==> config.mk <==
export PLATFORM = sky130hd
export DESIGN_NAME = text_cursor_ctrl
export DESIGN_NICKNAME = d
export VERILOG_FILES = /design/src/rtl/text_pkg.sv /design/src/rtl/text_cursor_ctrl_hold.sv /design/src/rtl/text_cursor_ctrl.sv
export SDC_FILE = /design/constraint.sdc
export NUM_CORES = 1
export LEC_CHECK = 0
export CORE_UTILIZATION = 54
export DETAILED_ROUTE_END_ITERATION = 8
export GPL_ROUTABILITY_DRIVEN = 0
export PLACE_DENSITY = 0.78
export SKIP_CTS_REPAIR_TIMING = 1
export SLEW_MARGIN = 40
export SYNTH_ARGS = -nofsm -noshare
export SYNTH_HDL_FRONTEND = slang
export SYNTH_SLANG_ARGS = --single-unit
export TNS_END_PERCENT = 5
==> constraint.sdc <==
create_clock -name clk -period 3 [get_ports clk]
set_input_delay 0.75 -clock clk [delete_from_list [all_inputs] [get_ports clk]]
set_output_delay 0.75 -clock clk [all_outputs]
set_load 0.02 [all_outputs]
==> src/rtl/text_pkg.sv <==
// text_pkg: shared types and constants for the character text buffer.
// Used by the write-side cursor controller and the VGA read side.
package text_pkg;

    // Controller states
    typedef enum logic {
        IDLE  = 1'b0,
        CLEAR = 1'b1
    } state_e;

    // Character codes
    localparam logic [7:0] CH_CR    = 8'h0D;
    localparam logic [7:0] CH_BS    = 8'h08;
    localparam logic [7:0] CH_FF    = 8'h0C;
    localparam logic [7:0] CH_SPACE = 8'h20;
    localparam logic [7:0] PRINT_LO = 8'h20;
    localparam logic [7:0] PRINT_HI = 8'h7E;

    // Screen geometry defaults
    localparam int DEF_COL_W = 5;
    localparam int DEF_ROW_W = 2;

    function automatic logic is_print(input logic [7:0] b);
        return (b >= PRINT_LO) && (b <= PRINT_HI);
    endfunction

endpackage

==> src/rtl/text_cursor_ctrl_hold.sv <==
// byte_hold_reg: one-entry byte buffer that parks a byte
// while the controller is busy clearing the screen.
module byte_hold_reg (
    input  logic       clk,
    input  logic       reset,
    input  logic       load_i,
    input  logic       drain_i,
    input  logic [7:0] data_i,
    output logic       full_o,
    output logic [7:0] data_o,
    output logic       drop_o
);

    logic       full_q, full_d;
    logic [7:0] data_q, data_d;

    // A load is accepted when empty or when the entry drains this cycle
    always_comb begin
        full_d = full_q;
        data_d = data_q;
        if (drain_i) begin
            full_d = 1'b0;
        end
        if (load_i && (!full_q || drain_i)) begin
            full_d = 1'b1;
            data_d = data_i;
        end
    end

    // Entry storage
    always_ff @(posedge clk or posedge reset) begin
        if (reset) begin
            full_q <= 1'b0;
            data_q <= 8'h00;
        end else begin
            full_q <= full_d;
            data_q <= data_d;
        end
    end

    assign full_o = full_q;
    assign data_o = data_q;
    assign drop_o = load_i && full_q && !drain_i;

endmodule

==> src/rtl/text_cursor_ctrl.sv <==
// text_cursor_ctrl: turns received UART bytes into text RAM writes
// with cursor placement, wrap, CR, BS and form-feed clear-screen.
module text_cursor_ctrl
    import text_pkg::*;
#(
    parameter int         COL_W     = DEF_COL_W,
    parameter int         ROW_W     = DEF_ROW_W,
    parameter logic [7:0] FILL_CHAR = CH_SPACE
) (
    input  logic             clk,
    input  logic             reset,
    input  logic [7:0]       rx_data,
    input  logic             rx_valid,
    output logic             ram_we,
    output logic [ROW_W-1:0] ram_row,
    output logic [COL_W-1:0] ram_col,
    output logic [7:0]       ram_wdata,
    output logic [ROW_W-1:0] cursor_row,
    output logic [COL_W-1:0] cursor_col,
    output logic             busy,
    output logic             overflow
);

    localparam int N = ROW_W + COL_W;
    localparam logic [N-1:0] CELL_LAST = '1;

    state_e           state_q, state_d;
    logic [ROW_W-1:0] row_q, row_d;
    logic [COL_W-1:0] col_q, col_d;
    logic [N-1:0]     cnt_q, cnt_d;
    logic             we_q, we_d;
    logic [ROW_W-1:0] wrow_q, wrow_d;
    logic [COL_W-1:0] wcol_q, wcol_d;
    logic [7:0]       wdata_q, wdata_d;
    logic             ovf_q;

    logic       hold_full, hold_drop, hold_load, hold_drain;
    logic [7:0] hold_data;
    logic       pb_valid;
    logic [7:0] pb_data;

    // Held byte has priority; a new byte refills the hold slot behind it
    assign hold_drain = (state_q == IDLE) && hold_full;
    assign hold_load  = rx_valid && ((state_q == CLEAR) || hold_full);
    assign pb_valid   = (state_q == IDLE) && (hold_full || rx_valid);
    assign pb_data    = hold_full ? hold_data : rx_data;

    byte_hold_reg u_hold (
        .clk     (clk),
        .reset   (reset),
        .load_i  (hold_load),
        .drain_i (hold_drain),
        .data_i  (rx_data),
        .full_o  (hold_full),
        .data_o  (hold_data),
        .drop_o  (hold_drop)
    );

    // Byte decode, cursor movement and clear-sequence stepping
    always_comb begin
        state_d = state_q;
        row_d   = row_q;
        col_d   = col_q;
        cnt_d   = cnt_q;
        we_d    = 1'b0;
        wrow_d  = wrow_q;
        wcol_d  = wcol_q;
        wdata_d = wdata_q;
        unique case (state_q)
            IDLE: begin
                if (pb_valid) begin
                    unique case (1'b1)
                        is_print(pb_data): begin
                            we_d    = 1'b1;
                            wrow_d  = row_q;
                            wcol_d  = col_q;
                            wdata_d = pb_data;
                            col_d   = col_q + 1'b1;
                            if (col_q == '1) begin
                                row_d = row_q + 1'b1;
                            end
                        end
                        (pb_data == CH_CR): begin
                            col_d = '0;
                            row_d = row_q + 1'b1;
                        end
                        (pb_data == CH_BS): begin
                            if ((row_q != '0) || (col_q != '0)) begin
                                col_d = col_q - 1'b1;
                                if (col_q == '0) begin
                                    row_d = row_q - 1'b1;
                                end
                                we_d    = 1'b1;
                                wrow_d  = row_d;
                                wcol_d  = col_d;
                                wdata_d = FILL_CHAR;
                            end
                        end
                        (pb_data == CH_FF): begin
                            state_d = CLEAR;
                            cnt_d   = '0;
                            row_d   = '0;
                            col_d   = '0;
                            we_d    = 1'b1;
                            wrow_d  = '0;
                            wcol_d  = '0;
                            wdata_d = FILL_CHAR;
                        end
                        default: ;
                    endcase
                end
            end
            CLEAR: begin
                if (cnt_q == CELL_LAST) begin
                    state_d = IDLE;
                end else begin
                    cnt_d            = cnt_q + 1'b1;
                    we_d             = 1'b1;
                    {wrow_d, wcol_d} = cnt_q + 1'b1;
                    wdata_d          = FILL_CHAR;
                end
            end
            default: ;
        endcase
    end

    // State, cursor and registered RAM write port
    always_ff @(posedge clk or posedge reset) begin
        if (reset) begin
            state_q <= IDLE;
            row_q   <= '0;
            col_q   <= '0;
            cnt_q   <= '0;
            we_q    <= 1'b0;
            wrow_q  <= '0;
            wcol_q  <= '0;
            wdata_q <= 8'h00;
            ovf_q   <= 1'b0;
        end else begin
            state_q <= state_d;
            row_q   <= row_d;
            col_q   <= col_d;
            cnt_q   <= cnt_d;
            we_q    <= we_d;
            wrow_q  <= wrow_d;
            wcol_q  <= wcol_d;
            wdata_q <= wdata_d;
            ovf_q   <= hold_drop;
        end
    end

    assign ram_we     = we_q;
    assign ram_row    = wrow_q;
    assign ram_col    = wcol_q;
    assign ram_wdata  = wdata_q;
    assign cursor_row = row_q;
    assign cursor_col = col_q;
    assign busy       = (state_q == CLEAR);
    assign overflow   = ovf_q;

endmodule

==> flow_summary.yaml, run 1 <==
setup_path:
  r2r_end: "ram_col[2]$_DFFE_PP0P_"
  end_kind: "flip-flop"
  r2r-start: "u_hold.full_o$_DFFE_PP0P_"
  critical_path_class: "input pin to flip-flop"
  crit_required_ns: 3.18
  ff2ff_path_depth: 9
  cp_data_arrival_time_ns: 3.09
  cp_max_fo: 7
  startpoint_type: "input pin"
  worst-r2r-setup-slack_ns: 0.37
  setup.worst_path.start: "rx_data[0]"
placement:
  dpl-instance-area_sq_um: 3014
  placed_cells: 340
  numPortBuffers: 35
  dpl.hpwl_um: 4017
cts:
  cts_made_buffers: 5
  root_buffer: "clkbuf_8"
  cts.clk_slew.worst_paths_ns: 0.07
  clockBufferDepth: 2
  cts_tree: "built"
  clk_latency_ns: 0.30
  htreeDepth: 2
  cts.sinks: 41
sta:
  max_freq_ghz: 0.3434
  hold_violations: 0
  tightest_slew_ns: 0.7297
  relSlewSlack: 0.5067
  period_needed_ns: 2.912
  slew_viol_final: 0
  fin_skew_ns: 0.004207
  period_share: 0.9706
  rsz0062_at_grt: "no"
  finalSetupViolCount: 0
global_routing:
  grt_pass1_vias: 1830
  grt_overflow: 0
  grt_pass1_wl_um: 9066
  grt_max_degree: 42
  grt_antenna_before_repair: 0
  grt_usage: 0.2700
finish:
  drive_gt1_frac: 0.2425
  instances_no_fill: 351
  antenna_cells: 0
  finalInstanceArea_sq_um: 3166
  area_delta_synth_final_pct: 32.39
  final_common_cell: "dfrtp_1"
  final_cell_mix: "dfrtp_1, clkdlybuf4s50_1, buf_4"
  nets: 317
  finish.utilization: 0.7692
power:
  peakVddDrop_mv: 0.5253
  total_leakage_power_uw: 0.001436
  pwr_density_cell_nw_per_um2: 864.9
  power_uw: 2738
hold_path:
  min_to: "ram_wdata[7]$_DFFE_PP0P_"
  min_from: "ram_wdata[7]$_DFFE_PP0P_"
  whs_path_depth: 2
  hp-class: "flip-flop to flip-flop"
detailed_routing:
  dr.pass1.iters: 4
  via_count: 2042
  drtIter0Drc: 226
  via_per_inst: 5.818
  antenna_left: 0
  wire_per_inst_um: 15.92
  wl_um: 5589
  drc: 0
synth:
  synth.area.top_cells: "dfrtp_1, mux2_2, mux2_4"
  synth-edff-count: 0
  ys_seq_area_frac: 0.4291
  synth_top_area_share: 0.4291
  synth_cell_types: 57
  syn_area_sq_um: 2391
  synth_ff_type: "dfrtp_1"
  yosys.area.top_type: "dfrtp_1"
  synth-async-reset-ratio: 1.000
  netlist_instances: 231
  ys_seq_elements: 41
  avgSynthCellArea_sq_um: 10.35
  synth.yosys.warnings: 0
  synth_nets: 248
floorplan:
  start_util: 0.5810
  die_y_um: 68.54
  core-area_sq_um: 4115
  boundaryPins: 36
  die_w_um: 68.54
  die_area_sq_um: 4698
  num_rows: 23
status:
  status: "finished, final reports clean"
job:
  maxCapViolations: 0
-- where the power goes --
part	switching [uW]	internal (uW)	total [uW]
clock	189	271	460
sequential	218	758	976
combinational	591	710	1300
total	999	1740	2740
-- routing by layer --
layer | global-route usage | routed length, um | vias up
met4 | 0.08854 | 63 | 0
met3 | 0.05428 | 212 | 6
li1 | - | - | 994
met2 | 0.3885 | 2485 | 43
met1 | 0.4019 | 2827 | 999
met5 | 0 | 0 | -
-- logic make-up (layout without fill, tap and decap cells) --
family | count (synthesis) | count (layout) | share of synthesized area
mux | 30 | 30 | 0.1491
compound gates | 53 | 53 | 0.1633
simple gates | 73 | 73 | 0.1643
flops | 41 | 41 | 0.4291
fa+ha+maj | 7 | 7 | 0.03558
buf+inv | 21 | 91 | 0.03662
xor+xnor | 6 | 6 | 0.02198
-- state kept, by name (all words and copies together) (netlist names) --
name,count
cnt_q,7
ram_row,2
cursor_col,5
ram_we,1
u_hold.data_o,8
u_hold.full_o,1
ram_wdata,8
cursor_row,2
busy,1
ram_col,5
overflow,1
-- per-stage QoR --
stage | worst slack, ns | setup TNS, ns | hold WS (ns)
finish | 0.08809 | 0 | 0.4904
CTS | 0.01724 | 0 | 0.4945
detailed placement | -0.2924 | -3.767 | 0.4825
global placement | -0.2560 | -3.359 | 0.4804
global route | 0.003621 | 0 | 0.5125
floorplan | -0.01533 | -0.1227 | 0.4839
-- critical path: stages --
cell and delay, ns:
clkdlybuf4s50_1 0.45, or4b_1 0.59, a222oi_1 0.30, buf_4 0.19, a31oi_2 0.11, clkinv_2 0.12
o21bai_4 0.09, buf_4 0.19, mux2_4 0.30
-- synth_stat cells, types with 3 or more instances --
library cell,number
and3_1,5
dfrtp_1,41
nor2_1,17
inv_1,11
nand3_1,6
o221ai_1,3
mux2_2,16
xor2_1,4
clkbuf_1,6
nor3_1,4
mux2_4,7
ha_1,6
o21ai_0,13
or3_1,3
nand2b_1,5
nand2_1,17
a21o_1,5
a21oi_1,6
mux2i_1,6
-- worst max path at each step --
stage / slack (ns) / cells past startpoint / to
after detailed placement: -0.29 / 7 / ram_wdata[4]$_DFFE_PP0P_
after floorplan: -0.02 / 7 / ram_col[0]$_DFFE_PP0P_
after global placement: -0.26 / 7 / ram_wdata[5]$_DFFE_PP0P_
final: 0.09 / 9 / ram_col[2]$_DFFE_PP0P_
after global routing: 0.004 / 10 / ram_col[2]$_DFFE_PP0P_
after CTS: 0.02 / 7 / ram_wdata[4]$_DFFE_PP0P_
-- layout make-up --
class                      instances  area [sq um]
multi-input combinational        169          1285
inverter                          13         50.05
sequential                        41          1026
tap                               50         62.56
timing repair buffer              70         625.6
fill                             277         949.7
clock buffer                       7         86.33
clock inverter                     1         30.03
(Power assumes the default switching activity.)
==> run 2, diff against run 1 <==
- PLACE_DENSITY: 0.78 -> 0.8
==> run 2 against run 1 <==
  * Cell area grew 0.43%
  * Worst setup slack got worse by 0.023 ns
  * Register-to-register slack lost 0.04 ns
  * Fmax is 0.77% lower
  * Worst hold slack better by 0.017 ns
  * Combinational power hardly changed
  * Total power up 2.3%
  * Global-route usage is 0.39 points higher
  * Highest routed layer unchanged
  * Via count rose by 1.9%
  * Die area did not move
==> flow_summary.yaml, run 2 (synthesis gave the netlist of run 1 again) <==
setup_path:
  critical_path_class: "input pin to flip-flop"
  cp_data_arrival_time_ns: 3.13
  end_kind: "flip-flop"
  startpoint_type: "input pin"
  crit_required_ns: 3.19
  max_stage_delay_ns: 0.56
  slowest_stage: "clkdlybuf4s50_1"
  crit_chain: "clkdlybuf4s50_1 > or4b_4 > a222oi_1 > buf_4 > a31oi_2 > clkinv_2 > o21bai_4 > buf_4 > mux2_4"
  cp_max_fo: 6
  path_common_cell: "buf_4"
  worst-r2r-setup-slack_ns: 0.33
cts:
  cts.sinks: 41
  htreeDepth: 2
  clockBufferDepth: 2
  clk_latency_ns: 0.30
  cts_made_buffers: 5
  cts.clk_slew.worst_paths_ns: 0.08
  root_buffer: "clkbuf_8"
  cts_tree: "built"
global_routing:
  grt_pass1_wl_um: 9287
  grt_max_degree: 42
  grt_pass1_vias: 1928
  grt_overflow: 0
  grt_antenna_before_repair: 0
  grt_usage: 0.2739
finish:
  nets: 316
  area_delta_synth_final_pct: 32.97
  final_cell_mix: "dfrtp_1, clkdlybuf4s50_1, buf_4"
  finalInstanceArea_sq_um: 3179
  instances_no_fill: 350
  drive_gt1_frac: 0.2467
  antenna_cells: 0
  final_common_cell: "dfrtp_1"
floorplan:
  core-area_sq_um: 4115
  die_w_um: 68.54
  die_y_um: 68.54
  boundaryPins: 36
  num_rows: 23
  start_util: 0.5810
  die_area_sq_um: 4698
sta:
  period_needed_ns: 2.935
  slew_viol_final: 0
  hold_violations: 0
  relSlewSlack: 0.5481
  tightest_slew_ns: 0.6684
  timing.final.ws_setup_ns: 0.06546
  finalSetupViolCount: 0
  fin_skew_ns: 0.004894
  max_freq_ghz: 0.3408
  rsz0062_at_grt: "no"
  finalSetupTns_ns: 0
  hold_slack_ns: 0.5075
  period_share: 0.9782
detailed_routing:
  dr.pass1.iters: 5
  wl_um: 5816
  drc: 0
  via_per_inst: 5.943
  drtIter0Drc: 191
  wire_per_inst_um: 16.62
  via_count: 2080
  antenna_left: 0
placement:
  dpl-instance-area_sq_um: 3007
  dp_slack_ns: -0.3072
  placed_cells: 339
  dpl.hpwl_um: 3988
  numPortBuffers: 35
power:
  pwr_density_cell_nw_per_um2: 881.3
  total_leakage_power_uw: 0.001441
  peakVddDrop_mv: 0.5720
hold_path:
  hp-class: "flip-flop to flip-flop"
status:
  status: "finished, final reports clean"
job:
  maxCapViolations: 0
## run 2: through the flow
| stage | util | power (uW) |
|---|---|---|
| global placement | 0.7306 | 2195 |
| floorplan | - | 1721 |
| finish | 0.7726 | 2802 |
| global route | 0.7726 | 2956 |
| CTS | 0.7632 | 2768 |
| detailed placement | 0.7306 | 2228 |
## run 2: per-layer routing
layer | up-vias | GRT usage | part of all wire
met4 | 0 | 0.1146 | 0.021
met3 | 11 | 0.04276 | 0.057
met5 | - | 0 | 0
met2 | 76 | 0.4216 | 0.45
met1 | 1009 | 0.3813 | 0.47
li1 | 984 | - | -
## run 2: area by class of cell
cell class	count	area [sq um]
clock buffers	5	68.82
clock inverters	3	65.06
fillers	295	935.9
inverters	13	50.05
multi-input cells	169	1289
flip-flops and latches	41	1026
well taps	50	62.56
repair buffers	69	618.1
## run 2: worst max-delay path, delay by kind of cell
family / cells / cell delay, ns
buffers and inverters: 4 / 1.06
and+or+nand+nor: 1 / 0.50
muxes: 1 / 0.29
AOI/OAI and AO/OA: 3 / 0.53
## run 2: worst paths after layout
kind / from / endpoint / depth (start not counted)
min in group asynchronous: reset / cnt_q[4]$_DFFE_PP0P_ / 3
setup / recovery: rx_data[3] / ram_col[2]$_DFFE_PP0P_ / 9
max in group asynchronous: reset / ram_wdata[4]$_DFFE_PP0P_ / 3
hold reg to reg: ram_wdata[7]$_DFFE_PP0P_ / ram_wdata[7]$_DFFE_PP0P_ / 2
hold / removal: ram_wdata[7]$_DFFE_PP0P_ / ram_wdata[7]$_DFFE_PP0P_ / 2
setup reg to reg: u_hold.full_o$_DFFE_PP0P_ / ram_col[2]$_DFFE_PP0P_ / 9
## run 2: power by group
| part | total [uW] | switching (uW) | internal [uW] |
|---|---|---|---|
| registers | 978 | 221 | 758 |
| clock network | 527 | 196 | 330 |
| logic | 1300 | 592 | 705 |
| total | 2800 | 1010 | 1790 |
